==> src/rtl/pc_pkg.sv <==
// Shared definitions for the branch-target table: entry layout and legacy reset contents.
// Latency: n/a (types, constants and a pure function only).
// Backpressure: n/a.
package pc_pkg;

  // Entry width the legacy programs were built for. The top re-declares the same
  // layout at its own D so the table width follows the module parameter.
  localparam int PC_W = 12;

  typedef struct packed {
    logic            abs;  // 1 = load val into the PC, 0 = add val as signed offset
    logic [PC_W-1:0] val;
  } entry;

  // Legacy four-entry offset set, kept so existing programs run unchanged.
  localparam int OFS_BACK5 = -5;
  localparam int OFS_FWD20 = 20;
  localparam int OFS_BACK1 = -1;
  localparam int OFS_HOLD  = 0;

  // Reset offset for table slot idx; all reset entries are relative.
  // Slots beyond the legacy set hold the PC.
  function automatic int default_entry(input int idx);
    case (idx)
      0:       return OFS_BACK5;
      1:       return OFS_FWD20;
      2:       return OFS_BACK1;
      default: return OFS_HOLD;
    endcase
  endfunction

endpackage

==> src/rtl/pc_branch_table_if.sv <==
// Decode/fetch side bundle of the branch-target unit (branch, table write, readback, PC).
// Latency: n/a (signal bundle only).
// Backpressure: none; halt is the only stall and it acts on the PC, not the bus.
// master = decode/debug side driving requests; slave = the branch-target unit.
interface pc_branch_table_if #(
  parameter int D = 12,
  parameter int A = 3
);
  logic         halt;
  logic         br_en;
  logic [A-1:0] br_idx;
  logic         wr_en;
  logic [A-1:0] wr_idx;
  logic [D-1:0] wr_data;
  logic         wr_abs;
  logic [A-1:0] rd_idx;
  logic [D-1:0] rd_data;
  logic         rd_abs;
  logic [D-1:0] prog_ctr;
  logic         br_taken;

  modport master (
    output halt, br_en, br_idx, wr_en, wr_idx, wr_data, wr_abs, rd_idx,
    input  rd_data, rd_abs, prog_ctr, br_taken
  );

  modport slave (
    input  halt, br_en, br_idx, wr_en, wr_idx, wr_data, wr_abs, rd_idx,
    output rd_data, rd_abs, prog_ctr, br_taken
  );
endinterface

==> src/rtl/pc_next_calc.sv <==
// Next-PC selection: halt > branch (relative add or absolute load) > increment.
// Latency: combinational, zero cycles.
// Backpressure: none; halt simply selects the current PC.
// Ports: prog_ctr/ent_abs/ent_val/halt/br_en in, nxt_pc/nxt_taken out.
module pc_next_calc #(
  parameter int D = 12
) (
  input  logic [D-1:0] prog_ctr,
  input  logic         ent_abs,
  input  logic [D-1:0] ent_val,
  input  logic         halt,
  input  logic         br_en,
  output logic [D-1:0] nxt_pc,
  output logic         nxt_taken
);

  always_comb begin
    nxt_pc    = prog_ctr;
    nxt_taken = 1'b0;
    if (halt) begin
      // Branch presented while halted is dropped, not deferred.
      nxt_pc    = prog_ctr;
      nxt_taken = 1'b0;
    end else if (br_en) begin
      // A D-bit unsigned add is the signed offset add modulo 2**D.
      nxt_pc    = ent_abs ? ent_val : prog_ctr + ent_val;
      nxt_taken = 1'b1;
    end else begin
      nxt_pc    = prog_ctr + D'(1);
      nxt_taken = 1'b0;
    end
  end

endmodule

==> src/rtl/pc_branch_table.sv <==
// Branch-target unit: writable 2**A-entry target table plus the PC and br_taken registers.
// Latency: branch/increment one cycle to prog_ctr; table readback combinational.
// Backpressure: none; halt freezes the PC, table writes still commit.
// Ports: Clk, Reset (sync, active high), bus (slave side of pc_branch_table_if).
module pc_branch_table
  import pc_pkg::*;
#(
  parameter int          D        = 12,
  parameter int          A        = 3,
  parameter int unsigned START_PC = 0
) (
  input  logic            Clk,
  input  logic            Reset,
  pc_branch_table_if.slave bus
);

  localparam int DEPTH = 1 << A;

  typedef struct packed {
    logic         abs;
    logic [D-1:0] val;
  } tbl_entry;

  tbl_entry     tbl [DEPTH];
  tbl_entry     br_ent;
  logic [D-1:0] pc_q;
  logic         taken_q;
  logic [D-1:0] nxt_pc;
  logic         nxt_taken;

  // Branch lookup and readback both see the registered table, so a write in the
  // same cycle is not visible until the following one.
  assign br_ent       = tbl[bus.br_idx];
  assign bus.rd_data  = tbl[bus.rd_idx].val;
  assign bus.rd_abs   = tbl[bus.rd_idx].abs;
  assign bus.prog_ctr = pc_q;
  assign bus.br_taken = taken_q;

  pc_next_calc #(.D(D)) u_next_calc (
    .prog_ctr  (pc_q),
    .ent_abs   (br_ent.abs),
    .ent_val   (br_ent.val),
    .halt      (bus.halt),
    .br_en     (bus.br_en),
    .nxt_pc    (nxt_pc),
    .nxt_taken (nxt_taken)
  );

  always_ff @(posedge Clk) begin
    if (Reset) begin
      pc_q    <= D'(START_PC);
      taken_q <= 1'b0;
      for (int i = 0; i < DEPTH; i++) begin
        tbl[i] <= '{abs: 1'b0, val: D'(default_entry(i))};
      end
    end else begin
      pc_q    <= nxt_pc;
      taken_q <= nxt_taken;
      if (bus.wr_en) begin
        tbl[bus.wr_idx] <= '{abs: bus.wr_abs, val: bus.wr_data};
      end
    end
  end

endmodule

==> src/flat_wrapper.sv <==
// flat-port wrapper written by rule: the top's interface ports become plain ports
module pc_branch_table_flat import pc_pkg::*;
#(
  parameter int          D        = 12,
  parameter int          A        = 3,
  parameter int unsigned START_PC = 0
)
  (Clk, Reset, bus_halt, bus_br_en, bus_br_idx, bus_wr_en, bus_wr_idx, bus_wr_data, bus_wr_abs, bus_rd_idx, bus_rd_data, bus_rd_abs, bus_prog_ctr, bus_br_taken);
  pc_branch_table_if #(.D(D), .A(A)) bus_i ();
  input  logic Clk;
  input  logic Reset;
  input wire logic [$bits(bus_i.halt)-1:0] bus_halt;
  input wire logic [$bits(bus_i.br_en)-1:0] bus_br_en;
  input wire logic [$bits(bus_i.br_idx)-1:0] bus_br_idx;
  input wire logic [$bits(bus_i.wr_en)-1:0] bus_wr_en;
  input wire logic [$bits(bus_i.wr_idx)-1:0] bus_wr_idx;
  input wire logic [$bits(bus_i.wr_data)-1:0] bus_wr_data;
  input wire logic [$bits(bus_i.wr_abs)-1:0] bus_wr_abs;
  input wire logic [$bits(bus_i.rd_idx)-1:0] bus_rd_idx;
  output wire logic [$bits(bus_i.rd_data)-1:0] bus_rd_data;
  output wire logic [$bits(bus_i.rd_abs)-1:0] bus_rd_abs;
  output wire logic [$bits(bus_i.prog_ctr)-1:0] bus_prog_ctr;
  output wire logic [$bits(bus_i.br_taken)-1:0] bus_br_taken;
  assign bus_i.halt = bus_halt;
  assign bus_i.br_en = bus_br_en;
  assign bus_i.br_idx = bus_br_idx;
  assign bus_i.wr_en = bus_wr_en;
  assign bus_i.wr_idx = bus_wr_idx;
  assign bus_i.wr_data = bus_wr_data;
  assign bus_i.wr_abs = bus_wr_abs;
  assign bus_i.rd_idx = bus_rd_idx;
  assign bus_rd_data = bus_i.rd_data;
  assign bus_rd_abs = bus_i.rd_abs;
  assign bus_prog_ctr = bus_i.prog_ctr;
  assign bus_br_taken = bus_i.br_taken;
  pc_branch_table #(.D(D), .A(A), .START_PC(START_PC)) u_core (.Clk(Clk), .Reset(Reset), .bus(bus_i));
endmodule
==> config.mk <==
export PLATFORM = sky130hd
export DESIGN_NAME = pc_branch_table_flat
export DESIGN_NICKNAME = d
export VERILOG_FILES = /design/src/rtl/pc_pkg.sv /design/src/rtl/pc_branch_table_if.sv /design/src/rtl/pc_next_calc.sv /design/src/rtl/pc_branch_table.sv /design/src/flat_wrapper.sv
export SDC_FILE = /design/constraint.sdc
export NUM_CORES = 1
export LEC_CHECK = 0
export CORE_ASPECT_RATIO = 0.9
export CORE_MARGIN = 3
export CORE_UTILIZATION = 40
export CTS_CLUSTER_DIAMETER = 30
export CTS_CLUSTER_SIZE = 8
export DETAILED_ROUTE_END_ITERATION = 8
export MAX_ROUTING_LAYER = met4
export PLACE_DENSITY = 0.69
export REMOVE_ABC_BUFFERS = 1
export SLEW_MARGIN = 15
export SYNTH_ARGS = -nofsm -noshare
export SYNTH_HDL_FRONTEND = slang
export SYNTH_SLANG_ARGS = --single-unit
==> constraint.sdc <==
create_clock -name Clk -period 5.3 [get_ports Clk]
set_clock_uncertainty 0.05 [all_clocks]
set_input_delay 1.06 -clock Clk [delete_from_list [all_inputs] [get_ports Clk]]
set_output_delay 1.06 -clock Clk [all_outputs]
set_load 0.02 [all_outputs]
==> key figures, run 1 <==
Layout
  • Area taken by multi-input logic gates: roughly 3200 sq um
  • Ant diodes: 0
  • Layout area overhead: 20.18%
  • Final Util: 49.86%
  • Fraction of layout cells with a size suffix above 1: a little under a quarter
  • Final Instance Count excl. Fillers: 788
  • Storage element area: about 3400 sq um
  • Final net count: about 610
  • Layout fillers: ~1400

Yosys
  • EDFF count, synth: between 100 and 150
  • Flops & latches, synth: roughly 120
  • Post-synthesis cell type count: 53
  • Synth Instances: 514
  • Post-synthesis sequential area ratio: approximately half
  • Ys Warns: 0
  • Syn_area_per_cell: 13.24 sq um
  • Ys flop type: edfxtp_1
  • Mapped Area: ~7000 sq um
  • Post-synth ARST share: 0%

STA
  • FMAX: roughly 230 MHz
  • Tcrit/Tclk final: slightly above 80%
  • Max-Slew Margin vs Limit: between 40% and 50%
  • Final Hold Viols: 0
  • RSZ-0062 raised after global routing: false
  • Hold WS: 536.6 ps
  • Final Max Slew Viols: 0
  • Final min period: roughly 4400 ps
  • Fin Setup TNS: 0 ps
  • Setup-failing EPs final: 0
  • Slew @ Worst Pin: between 800 and 900 ps

Routing
  • DRT iter0 DRCs: slightly below 500
  • Drt drc: 0
  • Total Wirelength: ~18 mm
  • TritonRoute pass-1 iters: 6
  • DR vias: between 4000 and 5000
  • Final ANT Viol Nets: 0
  • Vias per cell: slightly below 6
  • Wirelength per Cell: ~23 microns

Clock network
  • CTS buffer count: 17
  • H-tree levels: 4
  • Clock sink count: 117
  • Reg clk slew, reported paths: around 60 ps
  • Post-CTS Resized: 0
  • Clk root buf: clkbuf_16
  • CTS tree: yes
  • Clock network latency to the later pin of the worst-skew pair: 420 ps
  • Hold_buf cts: 0
  • Longest Clk Path Bufs: 2
  • Post-CTS setup buffer count: 0

Floorplan
  • Rows: 44
  • Initial Util: between 40% and 50%
  • Die area: between 15000 and 20000 sq um
  • CORE AREA: approximately 16000 sq um
  • Die Y: 129.8 microns
  • Io pins: between 50 and 60
  • Chip Width: between 100 and 150 microns

Global routing
  • Largest net degree at the start of global routing: 28
  • First-pass GRT wire length: approximately 27 mm
  • GR Overflow Total: 0
  • Initial antenna violation count: 0
  • Vias in the first global route: ~4700
  • Total GRT Usage: a little over 20%

Worst setup path
  • CP top delay family: buffers and inverters
  • Worst Path Buf+Inv: 2
  • Internal reg-to-reg setup slack: approximately 2000 ps
  • Crit path cell chain: clkdlybuf4s50_1, buf_4, mux4_2, mux2_2, ha_1, a2111oi_0, o21ai_1, nand4_1, a22oi_1, or4b_1, nor2_1
  • Crit path max fanout: 8
  • Worst-case reg-to-reg path depth: 10
  • Worst Path Arrival: ~4700 ps
  • Crit end category: flop
  • WP data required: 5600 ps
  • Startpoint types: primary input
  • Crit path depth: 11
  • Crit path largest cell delay: 650 ps
  • Worst r2r src: u_core.tbl[6][1]
  • Slowest CP cell: clkdlybuf4s50_1
  • Critical path type: in2reg
  • R2R Path End: u_core.bus.prog_ctr[11]

Min path
  • HP Class: reg2reg
  • Hold path endpoint: u_core.bus.prog_ctr[1]
  • Hold path start: u_core.bus.prog_ctr[1]
  • Cell count of the worst hold path: 2

Placement
  • # port buffers: 52
  • Dpl cells: between 700 and 800
  • Hpwl dp: between 10 and 15 mm
  • Routability Congestion: 0.9037

Run status
  • Status: complete, no violations

Power and ir drop
  • Leak pwr: ~0.0029 uW
  • P per Cell Area: ~340 nW/um^2
  • Max IR drop VDD: 0.0002382 V
  • Pwr Total: 2743 uW

Flow run
  • Maxcap violations: 0
[cells in the mapped netlist, types with 8 or more instances]
| library cell | instances | area [sq um] |
|---|---|---|
| a21oi_1 | 14 | 70.07 |
| a31oi_1 | 9 | 56.30 |
| and2_1 | 67 | 419.2 |
| and3_1 | 8 | 50.05 |
| clkbuf_1 | 24 | 90.09 |
| dfxtp_1 | 13 | 260.3 |
| edfxtp_1 | 104 | 3123 |
| ha_1 | 12 | 150.1 |
| mux2_2 | 25 | 281.5 |
| mux4_2 | 52 | 1171 |
| nand2_1 | 16 | 60.06 |
| nor2_1 | 25 | 93.84 |
| nor3_1 | 11 | 55.05 |
| o21ai_0 | 9 | 45.04 |
| or2_1 | 22 | 137.6 |
[metrics by stage]
step                cell area [sq um]  setup slack (ps)
finish                           8180             943.6
global route                     8180             729.8
CTS                              8180             993.5
detailed placement               7586             575.8
global placement                 7586             616.6
floorplan                        6659              1737
[how the worst max path moves through the flow]
stage                  start                      end  slack, ps
2_1_floorplan  bus_br_idx[0]  u_core.bus.prog_ctr[11]       1740
3_3_place_gp   bus_br_idx[0]  u_core.bus.prog_ctr[11]        620
3_5_place_dp   bus_br_idx[0]  u_core.bus.prog_ctr[11]        580
4_1_cts        bus_br_idx[0]  u_core.bus.prog_ctr[11]        990
5_1_grt        bus_br_idx[0]  u_core.bus.prog_ctr[11]        730
6_report       bus_br_idx[0]  u_core.bus.prog_ctr[11]        940
[tightest hold or removal path, cell delays in order (launching register included)]
cell	delay, ps
dfxtp_1	350
inv_1	110
a211oi_1	70
[layout by cell type (no fill, tap or decap), types with 6 or more instances in the layout]
| cell | synthesis | routed |
|---|---|---|
| nand2b_1 | 7 | 7 |
| or2_1 | 22 | 22 |
| a21oi_1 | 14 | 14 |
| buf_4 | 1 | 15 |
| dfxtp_1 | 13 | 13 |
| mux4_2 | 52 | 52 |
| ha_1 | 12 | 12 |
| nor2_1 | 25 | 25 |
| or2_2 | 6 | 6 |
| clkdlybuf4s50_1 | 0 | 51 |
| nor2b_1 | 6 | 6 |
| and3_1 | 8 | 8 |
| a31oi_1 | 9 | 9 |
| and2_1 | 67 | 67 |
| clkbuf_16 | 0 | 17 |
| o21ai_0 | 9 | 9 |
| inv_1 | 7 | 7 |
| nand2_1 | 16 | 16 |
| edfxtp_1 | 104 | 104 |
| a211oi_1 | 7 | 7 |
| mux2_2 | 25 | 25 |
| nor3_1 | 11 | 11 |
[cells by family (layout without fill, tap and decap cells)]
logic type | after synthesis | count (layout) | synth area share [%]
buffers and inverters | 41 | 108 | 2.555
AND/OR/NAND/NOR | 191 | 191 | 16.10
XOR/XNOR | 5 | 5 | 0.6434
multiplexers | 82 | 82 | 22.26
AO/OA/AOI/OAI | 65 | 65 | 6.232
adder cells (fa/ha/maj) | 13 | 13 | 2.500
flip-flops | 117 | 117 | 49.71
[state kept, by name (all words and copies together) (netlist names)]
| name | count |
|---|---|
| u_core.bus.br_taken | 1 |
| u_core.bus.prog_ctr | 12 |
| u_core.tbl | 104 |
[layout make-up]
type | instances | share of cell area (%)
clock inverters | 15 | 2.065
inverters | 7 | 0.3212
well taps | 207 | 3.166
flip-flops and latches | 117 | 41.36
multi-input cells | 356 | 39.72
clock buffers | 17 | 5.200
repair buffers | 69 | 8.168
[report_power, final]
group          switching, uW  internal (uW)  total [uW]
Sequential              42.8           1070        1110
Clock                    459            704        1160
Combinational            241            230         471
Total                    743           2000        2740
[per-layer routing]
metal | GRT usage, % | share of wire [%] | wire length, microns | vias to the layer above
li1 | - | - | - | 2095
met1 | 27.15 | 43 | 7730 | 2321
met2 | 32.22 | 48 | 8615 | 217
met3 | 4.690 | 7.0 | 1252 | 21
met4 | 5.482 | 1.4 | 241 | 0
met5 | - | 0 | 0 | -
No activity file was read; power rests on OpenSTA's default activity.
==> run 2, diff against run 1 <==
- PLACE_DENSITY: 0.69 -> 0.71
- clock period: 5.3 -> 4 ns (I/O delays scaled with it)
==> key figures, run 2 (synthesis gave the netlist of run 1 again) <==
Run status
  • Status: complete, no violations

Floorplan
  • Chip Width: ~140 microns
  • Initial Util: 41.49%
  • Die area: around 19000 sq um
  • Io pins: 53
  • Rows: 44
  • Die Y: 129.8 microns
  • CORE AREA: 16410 sq um

Layout
  • Largest register FFs: around 100
  • Layout fillers: 1350
  • Biggest register: u_core.tbl
  • Final net count: 636
  • Fraction of layout cells with a size suffix above 1: about 27%
  • Ant diodes: 0
  • Commonest non-fill, non-tap cells in the layout: edfxtp_1, and2_1, mux4_2
  • Commonest non-fill, non-tap cell in the layout: edfxtp_1
  • Layout area overhead: 24.54%
  • Final Util: between 50% and 60%

Global routing
  • Initial antenna violation count: 0
  • Total GRT Usage: a little over 20%
  • GR Overflow Total: 0
  • Largest net degree at the start of global routing: 27
  • Vias in the first global route: between 4000 and 5000
  • First-pass GRT wire length: between 20 and 30 mm

Worst setup path
  • Critical path type: in2reg
  • Worst Path Arrival: 4110 ps
  • WP data required: between 4000 and 5000 ps
  • Crit end category: flop
  • Worst r2r src: u_core.tbl[6][1]
  • Startpoint types: primary input
  • Crit. Startpoint: bus_br_idx[0]
  • R2R Path End: u_core.bus.prog_ctr[11]
  • Internal reg-to-reg setup slack: around 890 ps
  • Worst-case reg-to-reg path depth: 11
  • Crit path max fanout: 8

Power and ir drop
  • Max IR drop VDD: around 0.00028 V
  • P per Cell Area: around 440 nW/um^2
  • Leak pwr: ~0.0030 uW

Routing
  • DRT iter0 DRCs: around 460
  • TritonRoute pass-1 iters: 5
  • Wirelength per Cell: approximately 22 microns
  • Vias per cell: approximately 5.8
  • Total Wirelength: between 15 and 20 mm
  • DR WL met3: roughly 990 microns
  • Wl on met1: around 7.2 mm
  • DR WL met2: 9.175 mm
  • Drt drc: 0
  • Final ANT Viol Nets: 0
  • DR vias: between 4000 and 5000
  • DR top layer: met4

STA
  • Fin worst setup slack: slightly above 200 ps
  • Final Max Slew Viols: 0
  • FMAX: 263.6 MHz
  • Hold WS: 542.1 ps
  • Tcrit/Tclk final: around 95%
  • Setup-failing EPs final: 0
  • Final min period: approximately 3800 ps
  • Final Hold Viols: 0
  • Max-Slew Margin vs Limit: 31.01%
  • RSZ-0062 raised after global routing: false
  • Slew @ Worst Pin: ~1000 ps

Clock network
  • Clk root buf: clkbuf_16
  • H-tree levels: 4
  • Clock network latency to the later pin of the worst-skew pair: roughly 420 ps
  • Longest Clk Path Bufs: 2
  • Clock sink count: approximately 120
  • Reg clk slew, reported paths: around 60 ps
  • CTS tree: yes
  • CTS buffer count: 17

Min path
  • Hold path start: u_core.bus.prog_ctr[8]
  • Cell count of the worst hold path: 2
  • Hold path endpoint: u_core.bus.prog_ctr[8]
  • HP Class: reg2reg

Placement
  • Hpwl dp: about 12 mm
  • # port buffers: between 50 and 60
  • Routability Congestion: about 0.9
  • Setup slack at placement: -197.2 ps

Flow run
  • Maxcap violations: 0
run 2: worst max-delay path by stage:
stage | end | slack [ps] | cells past startpoint
after global placement | u_core.bus.prog_ctr[11] | -100 | 13
after detailed placement | u_core.bus.prog_ctr[11] | -200 | 13
after global routing | u_core.bus.prog_ctr[11] | 20 | 12
after floorplan | u_core.bus.prog_ctr[11] | 700 | 10
after CTS | u_core.bus.prog_ctr[11] | 220 | 13
final | u_core.bus.prog_ctr[11] | 210 | 13
run 2: stage by stage:
step | std cells | power, uW | setup TNS [ps] | area [sq um]
finish | 816 | 3756 | 0 | 8477
global route | 816 | 3893 | 0 | 8477
CTS | 816 | 3772 | 0 | 8476
detailed placement | 784 | 2153 | -648.3 | 7846
global placement | 784 | 2128 | -250.3 | 7846
floorplan | 480 | 1848 | 0 | 6659
run 2: cell type report:
| class | count | area, sq um | area share (%) |
|---|---|---|---|
| Sequential cell | 117 | 3383 | 39.91 |
| Multi-Input combinational cell | 356 | 3251 | 38.35 |
| Timing Repair Buffer | 97 | 928.4 | 10.95 |
| Clock buffer | 17 | 425.4 | 5.018 |
| Tap cell | 207 | 259.0 | 3.055 |
| Clock inverter | 15 | 203.9 | 2.406 |
| Inverter | 7 | 26.28 | 0.3100 |
run 2: timing repair:
item | 4_1_cts | 5_1_grt
hold buffers | 0 | 0
setup buffers | 0 | 0
setup endpoints to repair | 0 | 2
gates resized for setup | 0 | 1
endpoints found under the hold margin | 0 | 0
run 2: metal layers:
layer | up-vias | GRT usage, %
li1 | 2158 | -
met1 | 2388 | 25.46
met2 | 171 | 34.56
met3 | 36 | 4.361
met4 | 0 | 7.198
met5 | - | -
run 2: where the power goes:
part | internal [uW] | switching [uW]
logic | 343 | 326
clock network | 1050 | 574
registers | 1410 | 56.1
total | 2800 | 956
run 2: worst max-delay path: stages:
cell and delay [ps]:
clkdlybuf4s50_1 520, buf_12 160, mux4_2 500, mux2i_1 330, inv_1 90, ha_1 290
a211oi_1 260, buf_4 160, o21ai_1 110, nand4_1 150, a22oi_1 100, or4b_1 530
nor2_1 110
